### src/rtl/ram_pkg.sv
// Shared types and helpers for the parametrised single-port RAM.
package ram_pkg;

    localparam int unsigned RF_MODE     = 0;
    localparam int unsigned WF_MODE     = 1;
    localparam int unsigned MERGE_MAX_W = 512;

    typedef enum logic {
        ST_CLEAR = 1'b0,
        ST_READY = 1'b1
    } state_t;

    // Per-bit select of new vs old word; bit i belongs to lane i/lane_w.
    function automatic logic [MERGE_MAX_W-1:0] lane_merge(
        input logic [MERGE_MAX_W-1:0] old_word,
        input logic [MERGE_MAX_W-1:0] new_word,
        input logic [MERGE_MAX_W-1:0] be,
        input int unsigned            lane_w
    );
        logic [MERGE_MAX_W-1:0] r;
        for (int unsigned i = 0; i < MERGE_MAX_W; i++) begin
            r[i] = be[i / lane_w] ? new_word[i] : old_word[i];
        end
        return r;
    endfunction

endpackage

### src/rtl/ram_clear_fsm.sv
// Clear sequencer: walks every address once after reset or on request.
module ram_clear_fsm
    import ram_pkg::*;
#(
    parameter int unsigned ADDR_W = 6
) (
    input  logic              i_clk,
    input  logic              i_rst,
    input  logic              i_clr,
    output logic              o_busy,
    output logic              o_clr_we_c,
    output logic [ADDR_W-1:0] o_clr_addr
);

    localparam logic [ADDR_W-1:0] LAST_ADDR = '1;

    state_t            state;
    state_t            state_nxt;
    logic [ADDR_W-1:0] addr_nxt;
    logic              busy_nxt;

    always_ff @(posedge i_clk or posedge i_rst) begin
        if (i_rst) begin
            state      <= ST_CLEAR;
            o_clr_addr <= '0;
            o_busy     <= 1'b1;
        end else begin
            state      <= state_nxt;
            o_clr_addr <= addr_nxt;
            o_busy     <= busy_nxt;
        end
    end

    // Requests during CLEAR are ignored; the walk never restarts mid-way.
    always_comb begin
        state_nxt  = state;
        addr_nxt   = o_clr_addr;
        o_clr_we_c = 1'b0;
        case (state)
            ST_CLEAR: begin
                o_clr_we_c = 1'b1;
                addr_nxt   = o_clr_addr + ADDR_W'(1);
                if (o_clr_addr == LAST_ADDR) begin
                    state_nxt = ST_READY;
                end
            end
            ST_READY: begin
                if (i_clr) begin
                    state_nxt = ST_CLEAR;
                    addr_nxt  = '0;
                end
            end
        endcase
        busy_nxt = (state_nxt == ST_CLEAR);
    end

endmodule

### src/rtl/param_sp_ram.sv
// Parametrised single-port RAM with lane enables, read-during-write mode,
// 1/2-cycle read latency and a built-in clear sequencer.
module param_sp_ram
    import ram_pkg::*;
#(
    parameter int unsigned     DATA_W     = 8,
    parameter int unsigned     ADDR_W     = 6,
    parameter int unsigned     LANE_W     = 8,
    parameter int unsigned     RD_LATENCY = 1,
    parameter int unsigned     WRITE_MODE = 0,
    parameter logic [DATA_W-1:0] INIT_VAL = '0
) (
    input  logic                     i_clk,
    input  logic                     i_rst,
    input  logic                     i_ce,
    input  logic                     i_we,
    input  logic [DATA_W/LANE_W-1:0] i_be,
    input  logic [ADDR_W-1:0]        i_addr,
    input  logic [DATA_W-1:0]        i_data,
    input  logic                     i_clr,
    output logic [DATA_W-1:0]        o_data,
    output logic                     o_valid,
    output logic                     o_busy
);

    localparam int unsigned DEPTH = 1 << ADDR_W;

    logic [DATA_W-1:0] mem [DEPTH];

    logic              busy;
    logic              clr_we_c;
    logic [ADDR_W-1:0] clr_addr;
    logic              acc_c;
    logic [DATA_W-1:0] old_word_c;
    logic [DATA_W-1:0] merged_c;
    logic [DATA_W-1:0] resp_c;
    logic [DATA_W-1:0] s1_data;
    logic              s1_valid;

    ram_clear_fsm #(.ADDR_W(ADDR_W)) u_fsm (
        .i_clk      (i_clk),
        .i_rst      (i_rst),
        .i_clr      (i_clr),
        .o_busy     (busy),
        .o_clr_we_c (clr_we_c),
        .o_clr_addr (clr_addr)
    );

    assign o_busy = busy;

    // A clear request in the same cycle as an access drops the access.
    always_comb begin
        acc_c      = i_ce & ~busy & ~i_clr;
        old_word_c = mem[i_addr];
        merged_c   = DATA_W'(lane_merge(MERGE_MAX_W'(old_word_c), MERGE_MAX_W'(i_data),
                                        MERGE_MAX_W'(i_be), LANE_W));
        resp_c     = (WRITE_MODE == WF_MODE && i_we) ? merged_c : old_word_c;
    end

    always_ff @(posedge i_clk) begin
        if (clr_we_c) begin
            mem[clr_addr] <= INIT_VAL;
        end else if (acc_c && i_we) begin
            mem[i_addr] <= merged_c;
        end
    end

    always_ff @(posedge i_clk or posedge i_rst) begin
        if (i_rst) begin
            s1_data  <= '0;
            s1_valid <= 1'b0;
        end else begin
            s1_valid <= acc_c;
            if (acc_c) begin
                s1_data <= resp_c;
            end
        end
    end

    // Optional second stage; data only moves when a valid word moves.
    if (RD_LATENCY >= 2) begin : g_lat2
        logic [DATA_W-1:0] s2_data;
        logic              s2_valid;

        always_ff @(posedge i_clk or posedge i_rst) begin
            if (i_rst) begin
                s2_data  <= '0;
                s2_valid <= 1'b0;
            end else begin
                s2_valid <= s1_valid;
                if (s1_valid) begin
                    s2_data <= s1_data;
                end
            end
        end

        assign o_data  = s2_data;
        assign o_valid = s2_valid;
    end else begin : g_lat1
        assign o_data  = s1_data;
        assign o_valid = s1_valid;
    end

endmodule

### config.mk
export PLATFORM = sky130hd
export DESIGN_NAME = param_sp_ram
export DESIGN_NICKNAME = d
export VERILOG_FILES = /design/src/rtl/ram_pkg.sv /design/src/rtl/ram_clear_fsm.sv /design/src/rtl/param_sp_ram.sv
export SDC_FILE = /design/constraint.sdc
export NUM_CORES = 1
export LEC_CHECK = 0
export CELL_PAD_IN_SITES_DETAIL_PLACEMENT = 1
export CELL_PAD_IN_SITES_GLOBAL_PLACEMENT = 1
export CORE_MARGIN = 3
export CORE_UTILIZATION = 47
export CTS_BUF_LIST = sky130_fd_sc_hd__clkbuf_8
export DETAILED_ROUTE_END_ITERATION = 16
export PLACE_DENSITY = 0.67
export SYNTH_ARGS = -nofsm -noshare
export SYNTH_HDL_FRONTEND = slang
export SYNTH_HIERARCHICAL = 1
export SYNTH_SLANG_ARGS = --single-unit
### constraint.sdc
create_clock -name i_clk -period 6.8 [get_ports i_clk]
set_input_delay 1.36 -clock i_clk [delete_from_list [all_inputs] [get_ports i_clk]]
set_output_delay 1.36 -clock i_clk [all_outputs]
set_load 0.02 [all_outputs]
==> results of run 1 <==
final cells by class:
cell class / count / area (um^2) / share of cell area [%]
Inverter: 12 / 45.0 / 0.191
Timing Repair Buffer: 51 / 483 / 2.05
Clock buffer: 91 / 1250 / 5.31
Clock inverter: 61 / 395 / 1.68
Sequential cell: 529 / 15800 / 67.0
Tap cell: 585 / 732 / 3.11
Multi-Input combinational cell: 471 / 4860 / 20.6
stage by stage:
step	total power (W)	utilization (%)	worst slack (ns)
after floorplan	0.00435	-	0.908
after global placement	0.00471	50.3	1.26
after detailed placement	0.00474	50.3	1.21
after CTS	0.00741	54.1	1.87
after global routing	0.00762	54.1	1.52
final	0.00735	54.1	1.70
cell usage after synthesis, types with 3 or more instances:
cell type	number	area share (%)
mux2i_1	53	2.5
nand2b_1	3	0.090
buf_6	5	0.27
mux2_2	12	0.65
or3_1	5	0.15
clkbuf_1	21	0.38
mux4_2	112	12
dfrtp_1	16	1.9
buf_2	9	0.22
nor3_1	8	0.19
o21a_1	3	0.11
nor4_1	3	0.090
a31oi_1	7	0.21
a211oi_1	3	0.11
and2_1	3	0.090
o21ai_0	37	0.88
nand3_1	16	0.38
buf_1	3	0.054
buf_4	14	0.50
nor2b_1	5	0.15
a21oi_1	12	0.29
nand2_1	51	0.91
nor2_1	68	1.2
a22oi_1	8	0.29
inv_1	10	0.18
o32ai_1	5	0.21
o31ai_1	7	0.25
edfxtp_1	512	73
o22ai_1	23	0.69
power by group through the flow:
stage,clock (W),sequential (W),combinational (W)
floorplan,0,0.00389,0.000466
global placement,0,0.00390,0.000809
detailed placement,0,0.00391,0.000824
CTS,0.00273,0.00385,0.000831
global route,0.00288,0.00386,0.000884
finish,0.00267,0.00384,0.000831
cell families after synthesis:
kind of cell / synth area share (%)
multiplexers: 15.4
adder cells (fa/ha/maj): 0.0597
AO/OA/AOI/OAI: 3.68
buffers and inverters: 1.70
AND/OR/NAND/NOR: 3.63
XOR/XNOR: 0.0418
flip-flops: 75.5
final timing paths:
kind	to	cells after the start	from	slack (ns)
max	mem[56][1]$_DFFE_PP_	7	i_clr	1.70
min	o_data[3]$_DFFE_PP0N_	2	o_data[3]$_DFFE_PP0N_	0.50
min in group asynchronous	u_fsm/o_clr_addr[1]$_DFFE_PP0P_	2	i_rst	1.07
max in group asynchronous	u_fsm/o_busy$_DFF_PP1_	2	i_rst	5.41
min reg2reg	o_data[3]$_DFFE_PP0N_	2	o_data[3]$_DFFE_PP0N_	0.50
max reg2reg	mem[56][1]$_DFFE_PP_	6	u_fsm/o_busy$_DFF_PP1_	2.57
critical path: stages:
cell	delay, ns
clkdlybuf4s50_1	0.52
or3b_1	0.67
inv_1	0.25
nand3_1	0.56
o31ai_1	0.67
nand2_1	0.50
nor2_1	0.84
flip-flops by register name, summed over array words and instances (netlist names):
signal and flops:
mem 512, o_data 8, o_valid 1, u_fsm/o_busy 1, u_fsm/o_clr_addr 6, u_fsm/state 1
per-layer routing:
layer	wire length [um]	vias to the layer above
li1	-	4546
met1	23300	5830
met2	26200	424
met3	3390	78
met4	1330	0
met5	0	-
==> results.tsv, run 1 <==
stage	metric	value	unit
floorplanning	start_util	48.1	%
clock_tree	htree_levels	3	
sta	fin_hold_ws	0.505	ns
floorplanning	core_area	43600	um^2
sta	setup_viol	0	
critical_path	required	7.08	ns
placement	placedCellCount	1648	
logic_synthesis	synth_cell_types	55	
route	drc_errors	0	
clock_tree	clkTransAtPathRegs	0.06	ns
critical_path	path_class	in2reg	
logic_synthesis	synth_area	20900	um^2
sta	final_max_slew_viol_count	0	
clock_tree	clockBufferDepth	3	
grt	busiest_layer	met2	
clock_tree	cts_buffers	84	
logic_synthesis	synth_edf_count	512	
layout	layout-drive-gt1-share	22.6	%
critical_path	cp_max_fo	20	
floorplanning	fp.dieArea	47100	um^2
logic_synthesis	ys.flop_type	edfxtp_1	
logic_synthesis	syn_inst	1065	
clock_tree	postCtsSetupBuffers	0	
power	power.internal	0.00542	W
run	maxCapViolCount	0	
outcome	outcome	finished, final reports clean	
placement	dpl-instance-area	21900	um^2
grt	grt_overflow	0	
clock_tree	root_buffer	clkbuf_8	
sta	fmax	0.196	GHz
layout	fillers	3945	
placement	dp_hpwl	34.9	mm
sta	min_period	5.10	ns
grt	gr-usage-met1	33.6	%
grt	grt_first_pass_wirelength	80.4	mm
route	final_antenna_net_count	0	
clock_tree	post_cts_resized	0	
layout	antenna_cells	0	
logic_synthesis	ys_ff_latch	529	
layout	fin_cells	1800	
route	wl_per_cell	30.1	um
min_path	min_path_type	reg2reg	
logic_synthesis	ys_async_sr_fraction	3.21	%
grt	grt_max_degree	72	
power	p_sw_share	26.2	%
logic_synthesis	synth_area_per_cell	19.7	um^2
sta	clock_skew	0.0257	ns
grt	met3_usage	4.04	%
layout	layout_commonest_cell	edfxtp_1	
power	power_density	312	nW/um^2
route	drt_first_pass_iters	5	
sta	fin_tns_setup	0	ns
sta	tightest_slew	1.08	ns
power	power_leakage	8.19	nW
route	vias	10900	
clock_tree	cts_tree	built	
grt	antenna_found_initial	0	
power	p_clk_share	36.4	%
floorplanning	rows	76	
sta	hold_viol	0	
grt	grt_pass1_vias	11500	
placement	port-buffer-count	29	
placement	gp_congestion	0.941	
power	p_switching	0.00192	W
layout	final_cell_mix	edfxtp_1 (512), mux4_2 (112), clkbuf_8 (91)	
logic_synthesis	synth_nets	1086	
sta	slew_headroom	27.9	%
grt	gr-usage-met2	37.6	%
clock_tree	clock-sinks	529	
floorplanning	num_io_pins	30	
grt	grtUsageTotal	23.6	%
power	combPwrFrac	11.3	%
clock_tree	hold_buffers	0	
power	vdd_drop_max	208	uV
logic_synthesis	yosysWarnings	6	
critical_path	worstPathArrival	5.38	ns
floorplanning	dieWidth	217	um
floorplanning	die_h	217	um
layout	design_area	23600	um^2
sta	rsz0062_at_grt	no	
route	drt_iter0_drc	1157	
critical_path	cp-start-kind	primary input	
layout	fin_nets	1170	
route	viasPerCell	6.04	
logic_synthesis	ys_seq_area_share	75.5	%
critical_path	critPathCaptureType	flop	
route	wl	54.2	mm
clock_tree	clkLatencyLatePin	0.67	ns
power	pwr-share-seq	52.3	%
layout	area_growth	12.6	%
sta	final.period_utilization	75.0	%
No activity file was read; power rests on OpenSTA's default activity.
==> inputs of run 2 (changes only) <==
PLACE_DENSITY = 0.7   (was 0.67)
clock period = 4.3 ns   (was 6.8 ns; I/O delays follow)
==> run 2 against run 1 <==
Effect of this change: sequential power increased by 58%; core utilization is 1.4 points higher; count of clock-buffer cells in the layout decreased by 2; register-to-register slack got worse by 1.5 ns; worst hold slack got worse by 0.013 ns; cell count grew 4.8%; first-iteration DRC count rose by 0.69%; critical path depth is the same; non-clock buffer count up 95; sequential share of layout area fell by 1.7 points; clock skew is 0.013 ns higher; clock power is 42% higher.
==> results.tsv, run 2 (synthesis gave the netlist of run 1 again) <==
stage	metric	value	unit
critical_path	critPathCaptureType	flop	
sta	final.period_utilization	85.1	%
layout	design_area	24200	um^2
run	maxCapViolCount	0	
clock_tree	clockBufferDepth	3	
power	vdd_drop_max	185	uV
placement	gp_congestion	0.889	
sta	final_max_slew_viol_count	0	
clock_tree	htree_levels	3	
critical_path	rr_endpoint	mem[34][4]$_DFFE_PP_	
critical_path	reg2reg_slack	1.08	ns
floorplanning	core_area	43600	um^2
placement	port-buffer-count	29	
floorplanning	dieWidth	217	um
power	finalPower	0.0113	W
min_path	hold_path_depth	2	
critical_path	worstPathCellList	clkdlybuf4s50_1, or3b_1, inv_1, nand3_1, o22ai_1, nand2_1, nor2_1	
route	drc_errors	0	
sta	setup_viol	0	
grt	met3_usage	3.99	%
critical_path	required	4.55	ns
sta	min_period	3.66	ns
clock_tree	hold_buffers	0	
critical_path	reg2reg_depth	6	
route	wl_per_cell	28.2	um
layout	largest_reg_flops	512	
clock_tree	cts_buffers	82	
grt	grt_overflow	0	
grt	busiest_layer	met2	
power	power_density	466	nW/um^2
outcome	outcome	finished, final reports clean	
grt	grtUsageTotal	23.2	%
clock_tree	post_cts_resized	0	
grt	grt_max_degree	67	
layout	utilization	55.5	%
floorplanning	fp.dieArea	47100	um^2
clock_tree	clock-sinks	529	
route	final_antenna_net_count	0	
grt	antenna_found_initial	0	
critical_path	max_stage_delay	0.65	ns
critical_path	cp_max_fo	16	
route	drt_first_pass_iters	7	
sta	hold_viol	0	
clock_tree	cts_tree	built	
sta	slew_headroom	38.1	%
min_path	hp-start	o_data[1]$_DFFE_PP0N_	
clock_tree	postCtsSetupBuffers	0	
critical_path	timing.rr.start	u_fsm/o_busy$_DFF_PP1_	
sta	tightest_slew	0.925	ns
layout	regMostFlops	mem	
sta	fmax	0.273	GHz
clock_tree	clkTransAtPathRegs	0.06	ns
route	wl	53.2	mm
grt	gr-usage-met2	37.0	%
critical_path	cp-start-kind	primary input	
grt	grt_first_pass_wirelength	79.9	mm
floorplanning	num_io_pins	30	
layout	layout_commonest_cell	edfxtp_1	
clock_tree	clkLatencyLatePin	0.63	ns
floorplanning	die_h	217	um
placement	dpl-instance-area	22700	um^2
sta	rsz0062_at_grt	no	
sta	postLayoutSetupSlackWorst	0.639	ns
placement	dp_hpwl	34.6	mm
sta	fin_tns_setup	0	ns
min_path	min_path_type	reg2reg	
layout	final_cell_mix	edfxtp_1 (512), mux4_2 (112), buf_4 (109)	
grt	gr-usage-met1	33.1	%
power	power_leakage	8.66	nW
route	drt_iter0_drc	1165	
critical_path	critical-path-top-delay-family	simple AND/OR/NAND/NOR gates	
sta	clock_skew	0.0383	ns
critical_path	cp_slowest_cell	nor2_1	
route	viasPerCell	5.91	
floorplanning	rows	76	
grt	grt_pass1_vias	11900	
min_path	holdPathEnd	o_data[1]$_DFFE_PP0N_	
clock_tree	root_buffer	clkbuf_8	
critical_path	path_class	in2reg	
layout	area_growth	15.5	%
route	vias	11100	
layout	layout-drive-gt1-share	27.1	%
layout	fillers	3963	
layout	antenna_cells	0	
layout	fin_nets	1263	
placement	dp_worst_setup_slack	0.0839	ns
critical_path	crit_path_start	i_clr	
critical_path	worstPathArrival	3.91	ns
critical_path	crit_buf_inv	2	
floorplanning	start_util	48.1	%
## run 2: cell count changes in the layout (fill, tap and decap cells not counted)
cell / change
inv_1: +11
clkinv_2: -6
buf_12: +7
buf_4: +88
bufinv_16: -4
clkinv_1: -4
clkinvlp_4: -4
clkbuf_8: -2
inv_8: -1
inv_6: +1
## run 2: worst max path at each step
stage | end | slack (ns) | cells after the start
finish | mem[34][4]$_DFFE_PP_ | 0.64 | 7
global route | mem[36][5]$_DFFE_PP_ | 0.49 | 7
CTS | mem[16][5]$_DFFE_PP_ | 0.73 | 9
detailed placement | mem[16][5]$_DFFE_PP_ | 0.08 | 9
global placement | mem[16][7]$_DFFE_PP_ | 0.09 | 8
floorplan | mem[0][6]$_DFFE_PP_ | 0.007 | 11
## run 2: routing by layer
metal  vias up  share of wire (%)
li1       4724                  -
met1      5924                 43
met2       414                 49
met3        79                6.0
met4         0                2.4
met5         -                  0
## run 2: cell type report
| cell class | instances | area, um^2 | share of cell area [%] |
|---|---|---|---|
| clock buffer | 89 | 1220 | 5.06 |
| clock inverter | 54 | 239 | 0.988 |
| sequential | 529 | 15800 | 65.3 |
| timing repair buffer | 146 | 1280 | 5.31 |
| inverter | 12 | 45.0 | 0.186 |
| multi-input combinational | 471 | 4860 | 20.1 |
| tap | 585 | 732 | 3.03 |
## run 2: metrics by stage
step	std cells	hold WS, ns
after global placement	1743	0.463
after global routing	1886	0.523
after CTS	1886	0.501
after detailed placement	1743	0.488
final	1886	0.492
after floorplan	1065	0.535
## run 2: report_power, final
| group | switching (W) | total [W] | internal, W |
|---|---|---|---|
| clock | 0.00185 | 0.00380 | 0.00195 |
| sequential | 0.000152 | 0.00606 | 0.00591 |
| combinational | 0.000894 | 0.00142 | 0.000521 |
| total | 0.00290 | 0.0113 | 0.00838 |
## run 2: tightest hold or removal path, cell delays in order, from the launching register on
cell and delay, ns:
dfrtp_1 0.34, nand2_1 0.05, o21ai_0 0.07
==> inputs of run 3 (changes only) <==
--- a/config.mk
+++ b/config.mk
@@ -6,11 +6,10 @@
 export NUM_CORES = 1
 export LEC_CHECK = 0
-export CELL_PAD_IN_SITES_DETAIL_PLACEMENT = 1
-export CELL_PAD_IN_SITES_GLOBAL_PLACEMENT = 1
 export CORE_MARGIN = 3
 export CORE_UTILIZATION = 47
 export CTS_BUF_LIST = sky130_fd_sc_hd__clkbuf_8
 export DETAILED_ROUTE_END_ITERATION = 16
-export PLACE_DENSITY = 0.7
+export PLACE_DENSITY = 0.63
+export REMOVE_ABC_BUFFERS = 1
 export SYNTH_ARGS = -nofsm -noshare
 export SYNTH_HDL_FRONTEND = slang
==> constraint.sdc (replaced) <==
create_clock -name i_clk -period 4.3 [get_ports i_clk]
set_input_delay 0.86 -clock i_clk [delete_from_list [all_inputs] [get_ports i_clk]]
set_output_delay 0.86 -clock i_clk [all_outputs]
set_load 0.01 [all_outputs]
==> run 3 against run 2 <==
Effect of this change: clock power increased by 2%; setup slack better by 0.046 ns; design area is 0.51% higher; first-iteration DRC count rose by 18%; die area unchanged; clock skew hardly changed; sequential power about the same; sequential cell count is the same; largest power group unchanged; critical endpoint is now mem[11][3]$_DFFE_PP_; routed wire length down 3.1%; critical path type unchanged.
==> results.tsv, run 3 (synthesis gave the netlist of run 1 again) <==
stage	metric	value	unit
layout	layout_commonest_cell	edfxtp_1	
clock_tree	postCtsSetupBuffers	0	
min_path	hp-start	o_data[7]$_DFFE_PP0N_	
outcome	outcome	finished, final reports clean	
layout	fin_cells	1904	
grt	grt_pass1_vias	11300	
placement	gp_congestion	0.940	
floorplanning	core_area	43600	um^2
grt	grt_first_pass_wirelength	76.5	mm
floorplanning	start_util	48.1	%
layout	antenna_cells	0	
run	maxCapViolCount	0	
critical_path	path_class	in2reg	
route	wl_per_cell	27.1	um
grt	grt_overflow	0	
critical_path	required	4.62	ns
sta	setup_viol	0	
critical_path	cp_slowest_cell	a2111oi_0	
route	drt_iter0_drc	1377	
sta	fin_tns_setup	0	ns
layout	fin_nets	1279	
route	drc_errors	0	
critical_path	cp_max_fo	55	
clock_tree	clockBufferDepth	3	
placement	dp_hpwl	33.6	mm
clock_tree	cts_tree	built	
clock_tree	post_cts_resized	0	
sta	tightest_slew	0.834	ns
route	vias	11200	
route	final_antenna_net_count	0	
critical_path	crit_path_start	i_addr[0]	
sta	fin_hold_ws	0.491	ns
sta	fmax	0.277	GHz
clock_tree	root_buffer	clkbuf_8	
sta	final.period_utilization	84.1	%
sta	hold_viol	0	
clock_tree	hold_buffers	0	
grt	antenna_found_initial	1	
layout	layout-drive-gt1-share	28.8	%
power	power_leakage	8.69	nW
floorplanning	rows	76	
clock_tree	cts_buffers	82	
route	drt_first_pass_iters	5	
clock_tree	clkTransAtPathRegs	0.06	ns
power	finalPower	0.0113	W
placement	port-buffer-count	29	
floorplanning	dieWidth	217	um
layout	fillers	3383	
critical_path	crit_top_cell	buf_4	
grt	grt_max_degree	65	
critical_path	worstPathArrival	3.93	ns
layout	regMostFlops	mem	
critical_path	critPathCaptureType	flop	
placement	placedCellCount	1759	
sta	final_max_slew_viol_count	0	
critical_path	worstPathCellList	buf_8, mux4_2, and2_0, a2111oi_0, buf_4, nor4_1, a21oi_1, a21oi_4, buf_4	
critical_path	reg2reg_depth	8	
layout	area_growth	16.1	%
layout	largest_reg_flops	512	
clock_tree	clkLatencyLatePin	0.64	ns
grt	grtUsageTotal	22.3	%
min_path	hold_path_depth	2	
power	vdd_drop_max	272	uV
floorplanning	die_h	217	um
critical_path	timing.rr.start	mem[38][3]$_DFFE_PP_	
critical_path	max_stage_delay	0.75	ns
clock_tree	htree_levels	3	
floorplanning	fp.dieArea	47100	um^2
route	viasPerCell	5.90	
layout	final_cell_mix	edfxtp_1 (512), buf_4 (127), mux4_2 (112)	
power	power_density	465	nW/um^2
route	wl	51.6	mm
sta	clock_skew	0.0379	ns
clock_tree	clock-sinks	529	
sta	slew_headroom	43.0	%
sta	min_period	3.62	ns
min_path	min_path_type	reg2reg	
sta	rsz0062_at_grt	no	
floorplanning	num_io_pins	30	
critical_path	cp-start-kind	primary input	
[run 3: changes by cell type in the layout (fill, tap and decap cells not counted), sizes merged]
cell      previous run  this run
buf                119       135
clkbuf              89        85
inv                 48        33
bufinv               1         2
clkinvlp             0         4
clkinv              17        33
[run 3: final cells by class]
| cell class | count | area [um^2] | share of cell area [%] |
|---|---|---|---|
| flip-flops and latches | 529 | 15800 | 65.0 |
| clock inverters | 60 | 322 | 1.32 |
| multi-input cells | 471 | 4860 | 20.0 |
| clock buffers | 85 | 1170 | 4.81 |
| well taps | 585 | 732 | 3.01 |
| inverters | 12 | 45.0 | 0.185 |
| repair buffers | 162 | 1380 | 5.67 |
[run 3: critical path: cells and delay by family]
kind            cells  cell delay [ns]
simple gates        2             0.22
mux                 1             0.60
compound gates      3             1.18
buf+inv             3             0.98
[run 3: path summary, 6_finish.rpt]
kind,slack [ns],end
worst max-delay path,0.68,mem[11][3]$_DFFE_PP_
worst min-delay path,0.49,o_data[7]$_DFFE_PP0N_
worst max register to register,1.17,mem[11][3]$_DFFE_PP_
worst min register to register,0.49,o_data[7]$_DFFE_PP0N_
max in group asynchronous,3.36,o_data[7]$_DFFE_PP0N_
min in group asynchronous,0.56,u_fsm/state$_DFF_PP0_
[run 3: power by group]
group          internal (W)  total (W)  switching (W)
sequential          0.00591    0.00605       0.000146
clock               0.00196    0.00387        0.00191
combinational      0.000516    0.00138       0.000865
total               0.00839     0.0113        0.00292
[run 3: per-stage QoR]
| stage | instance area [um^2] | util [%] | worst slack, ns |
|---|---|---|---|
| 2_1_floorplan | 20600 | - | -1.04 |
| 3_3_place_gp | 22800 | 52.4 | 0.101 |
| 3_5_place_dp | 22800 | 52.4 | 0.123 |
| 4_1_cts | 24300 | 55.8 | 0.785 |
| 5_1_grt | 24300 | 55.8 | 0.485 |
| 6_report | 24300 | 55.8 | 0.684 |
[run 3: per-layer routing]
layer	part of all wire [%]	global-route usage [%]
met5	0	0
met4	3.6	8.22
met3	8.1	4.38
met2	45	32.6
met1	44	33.6
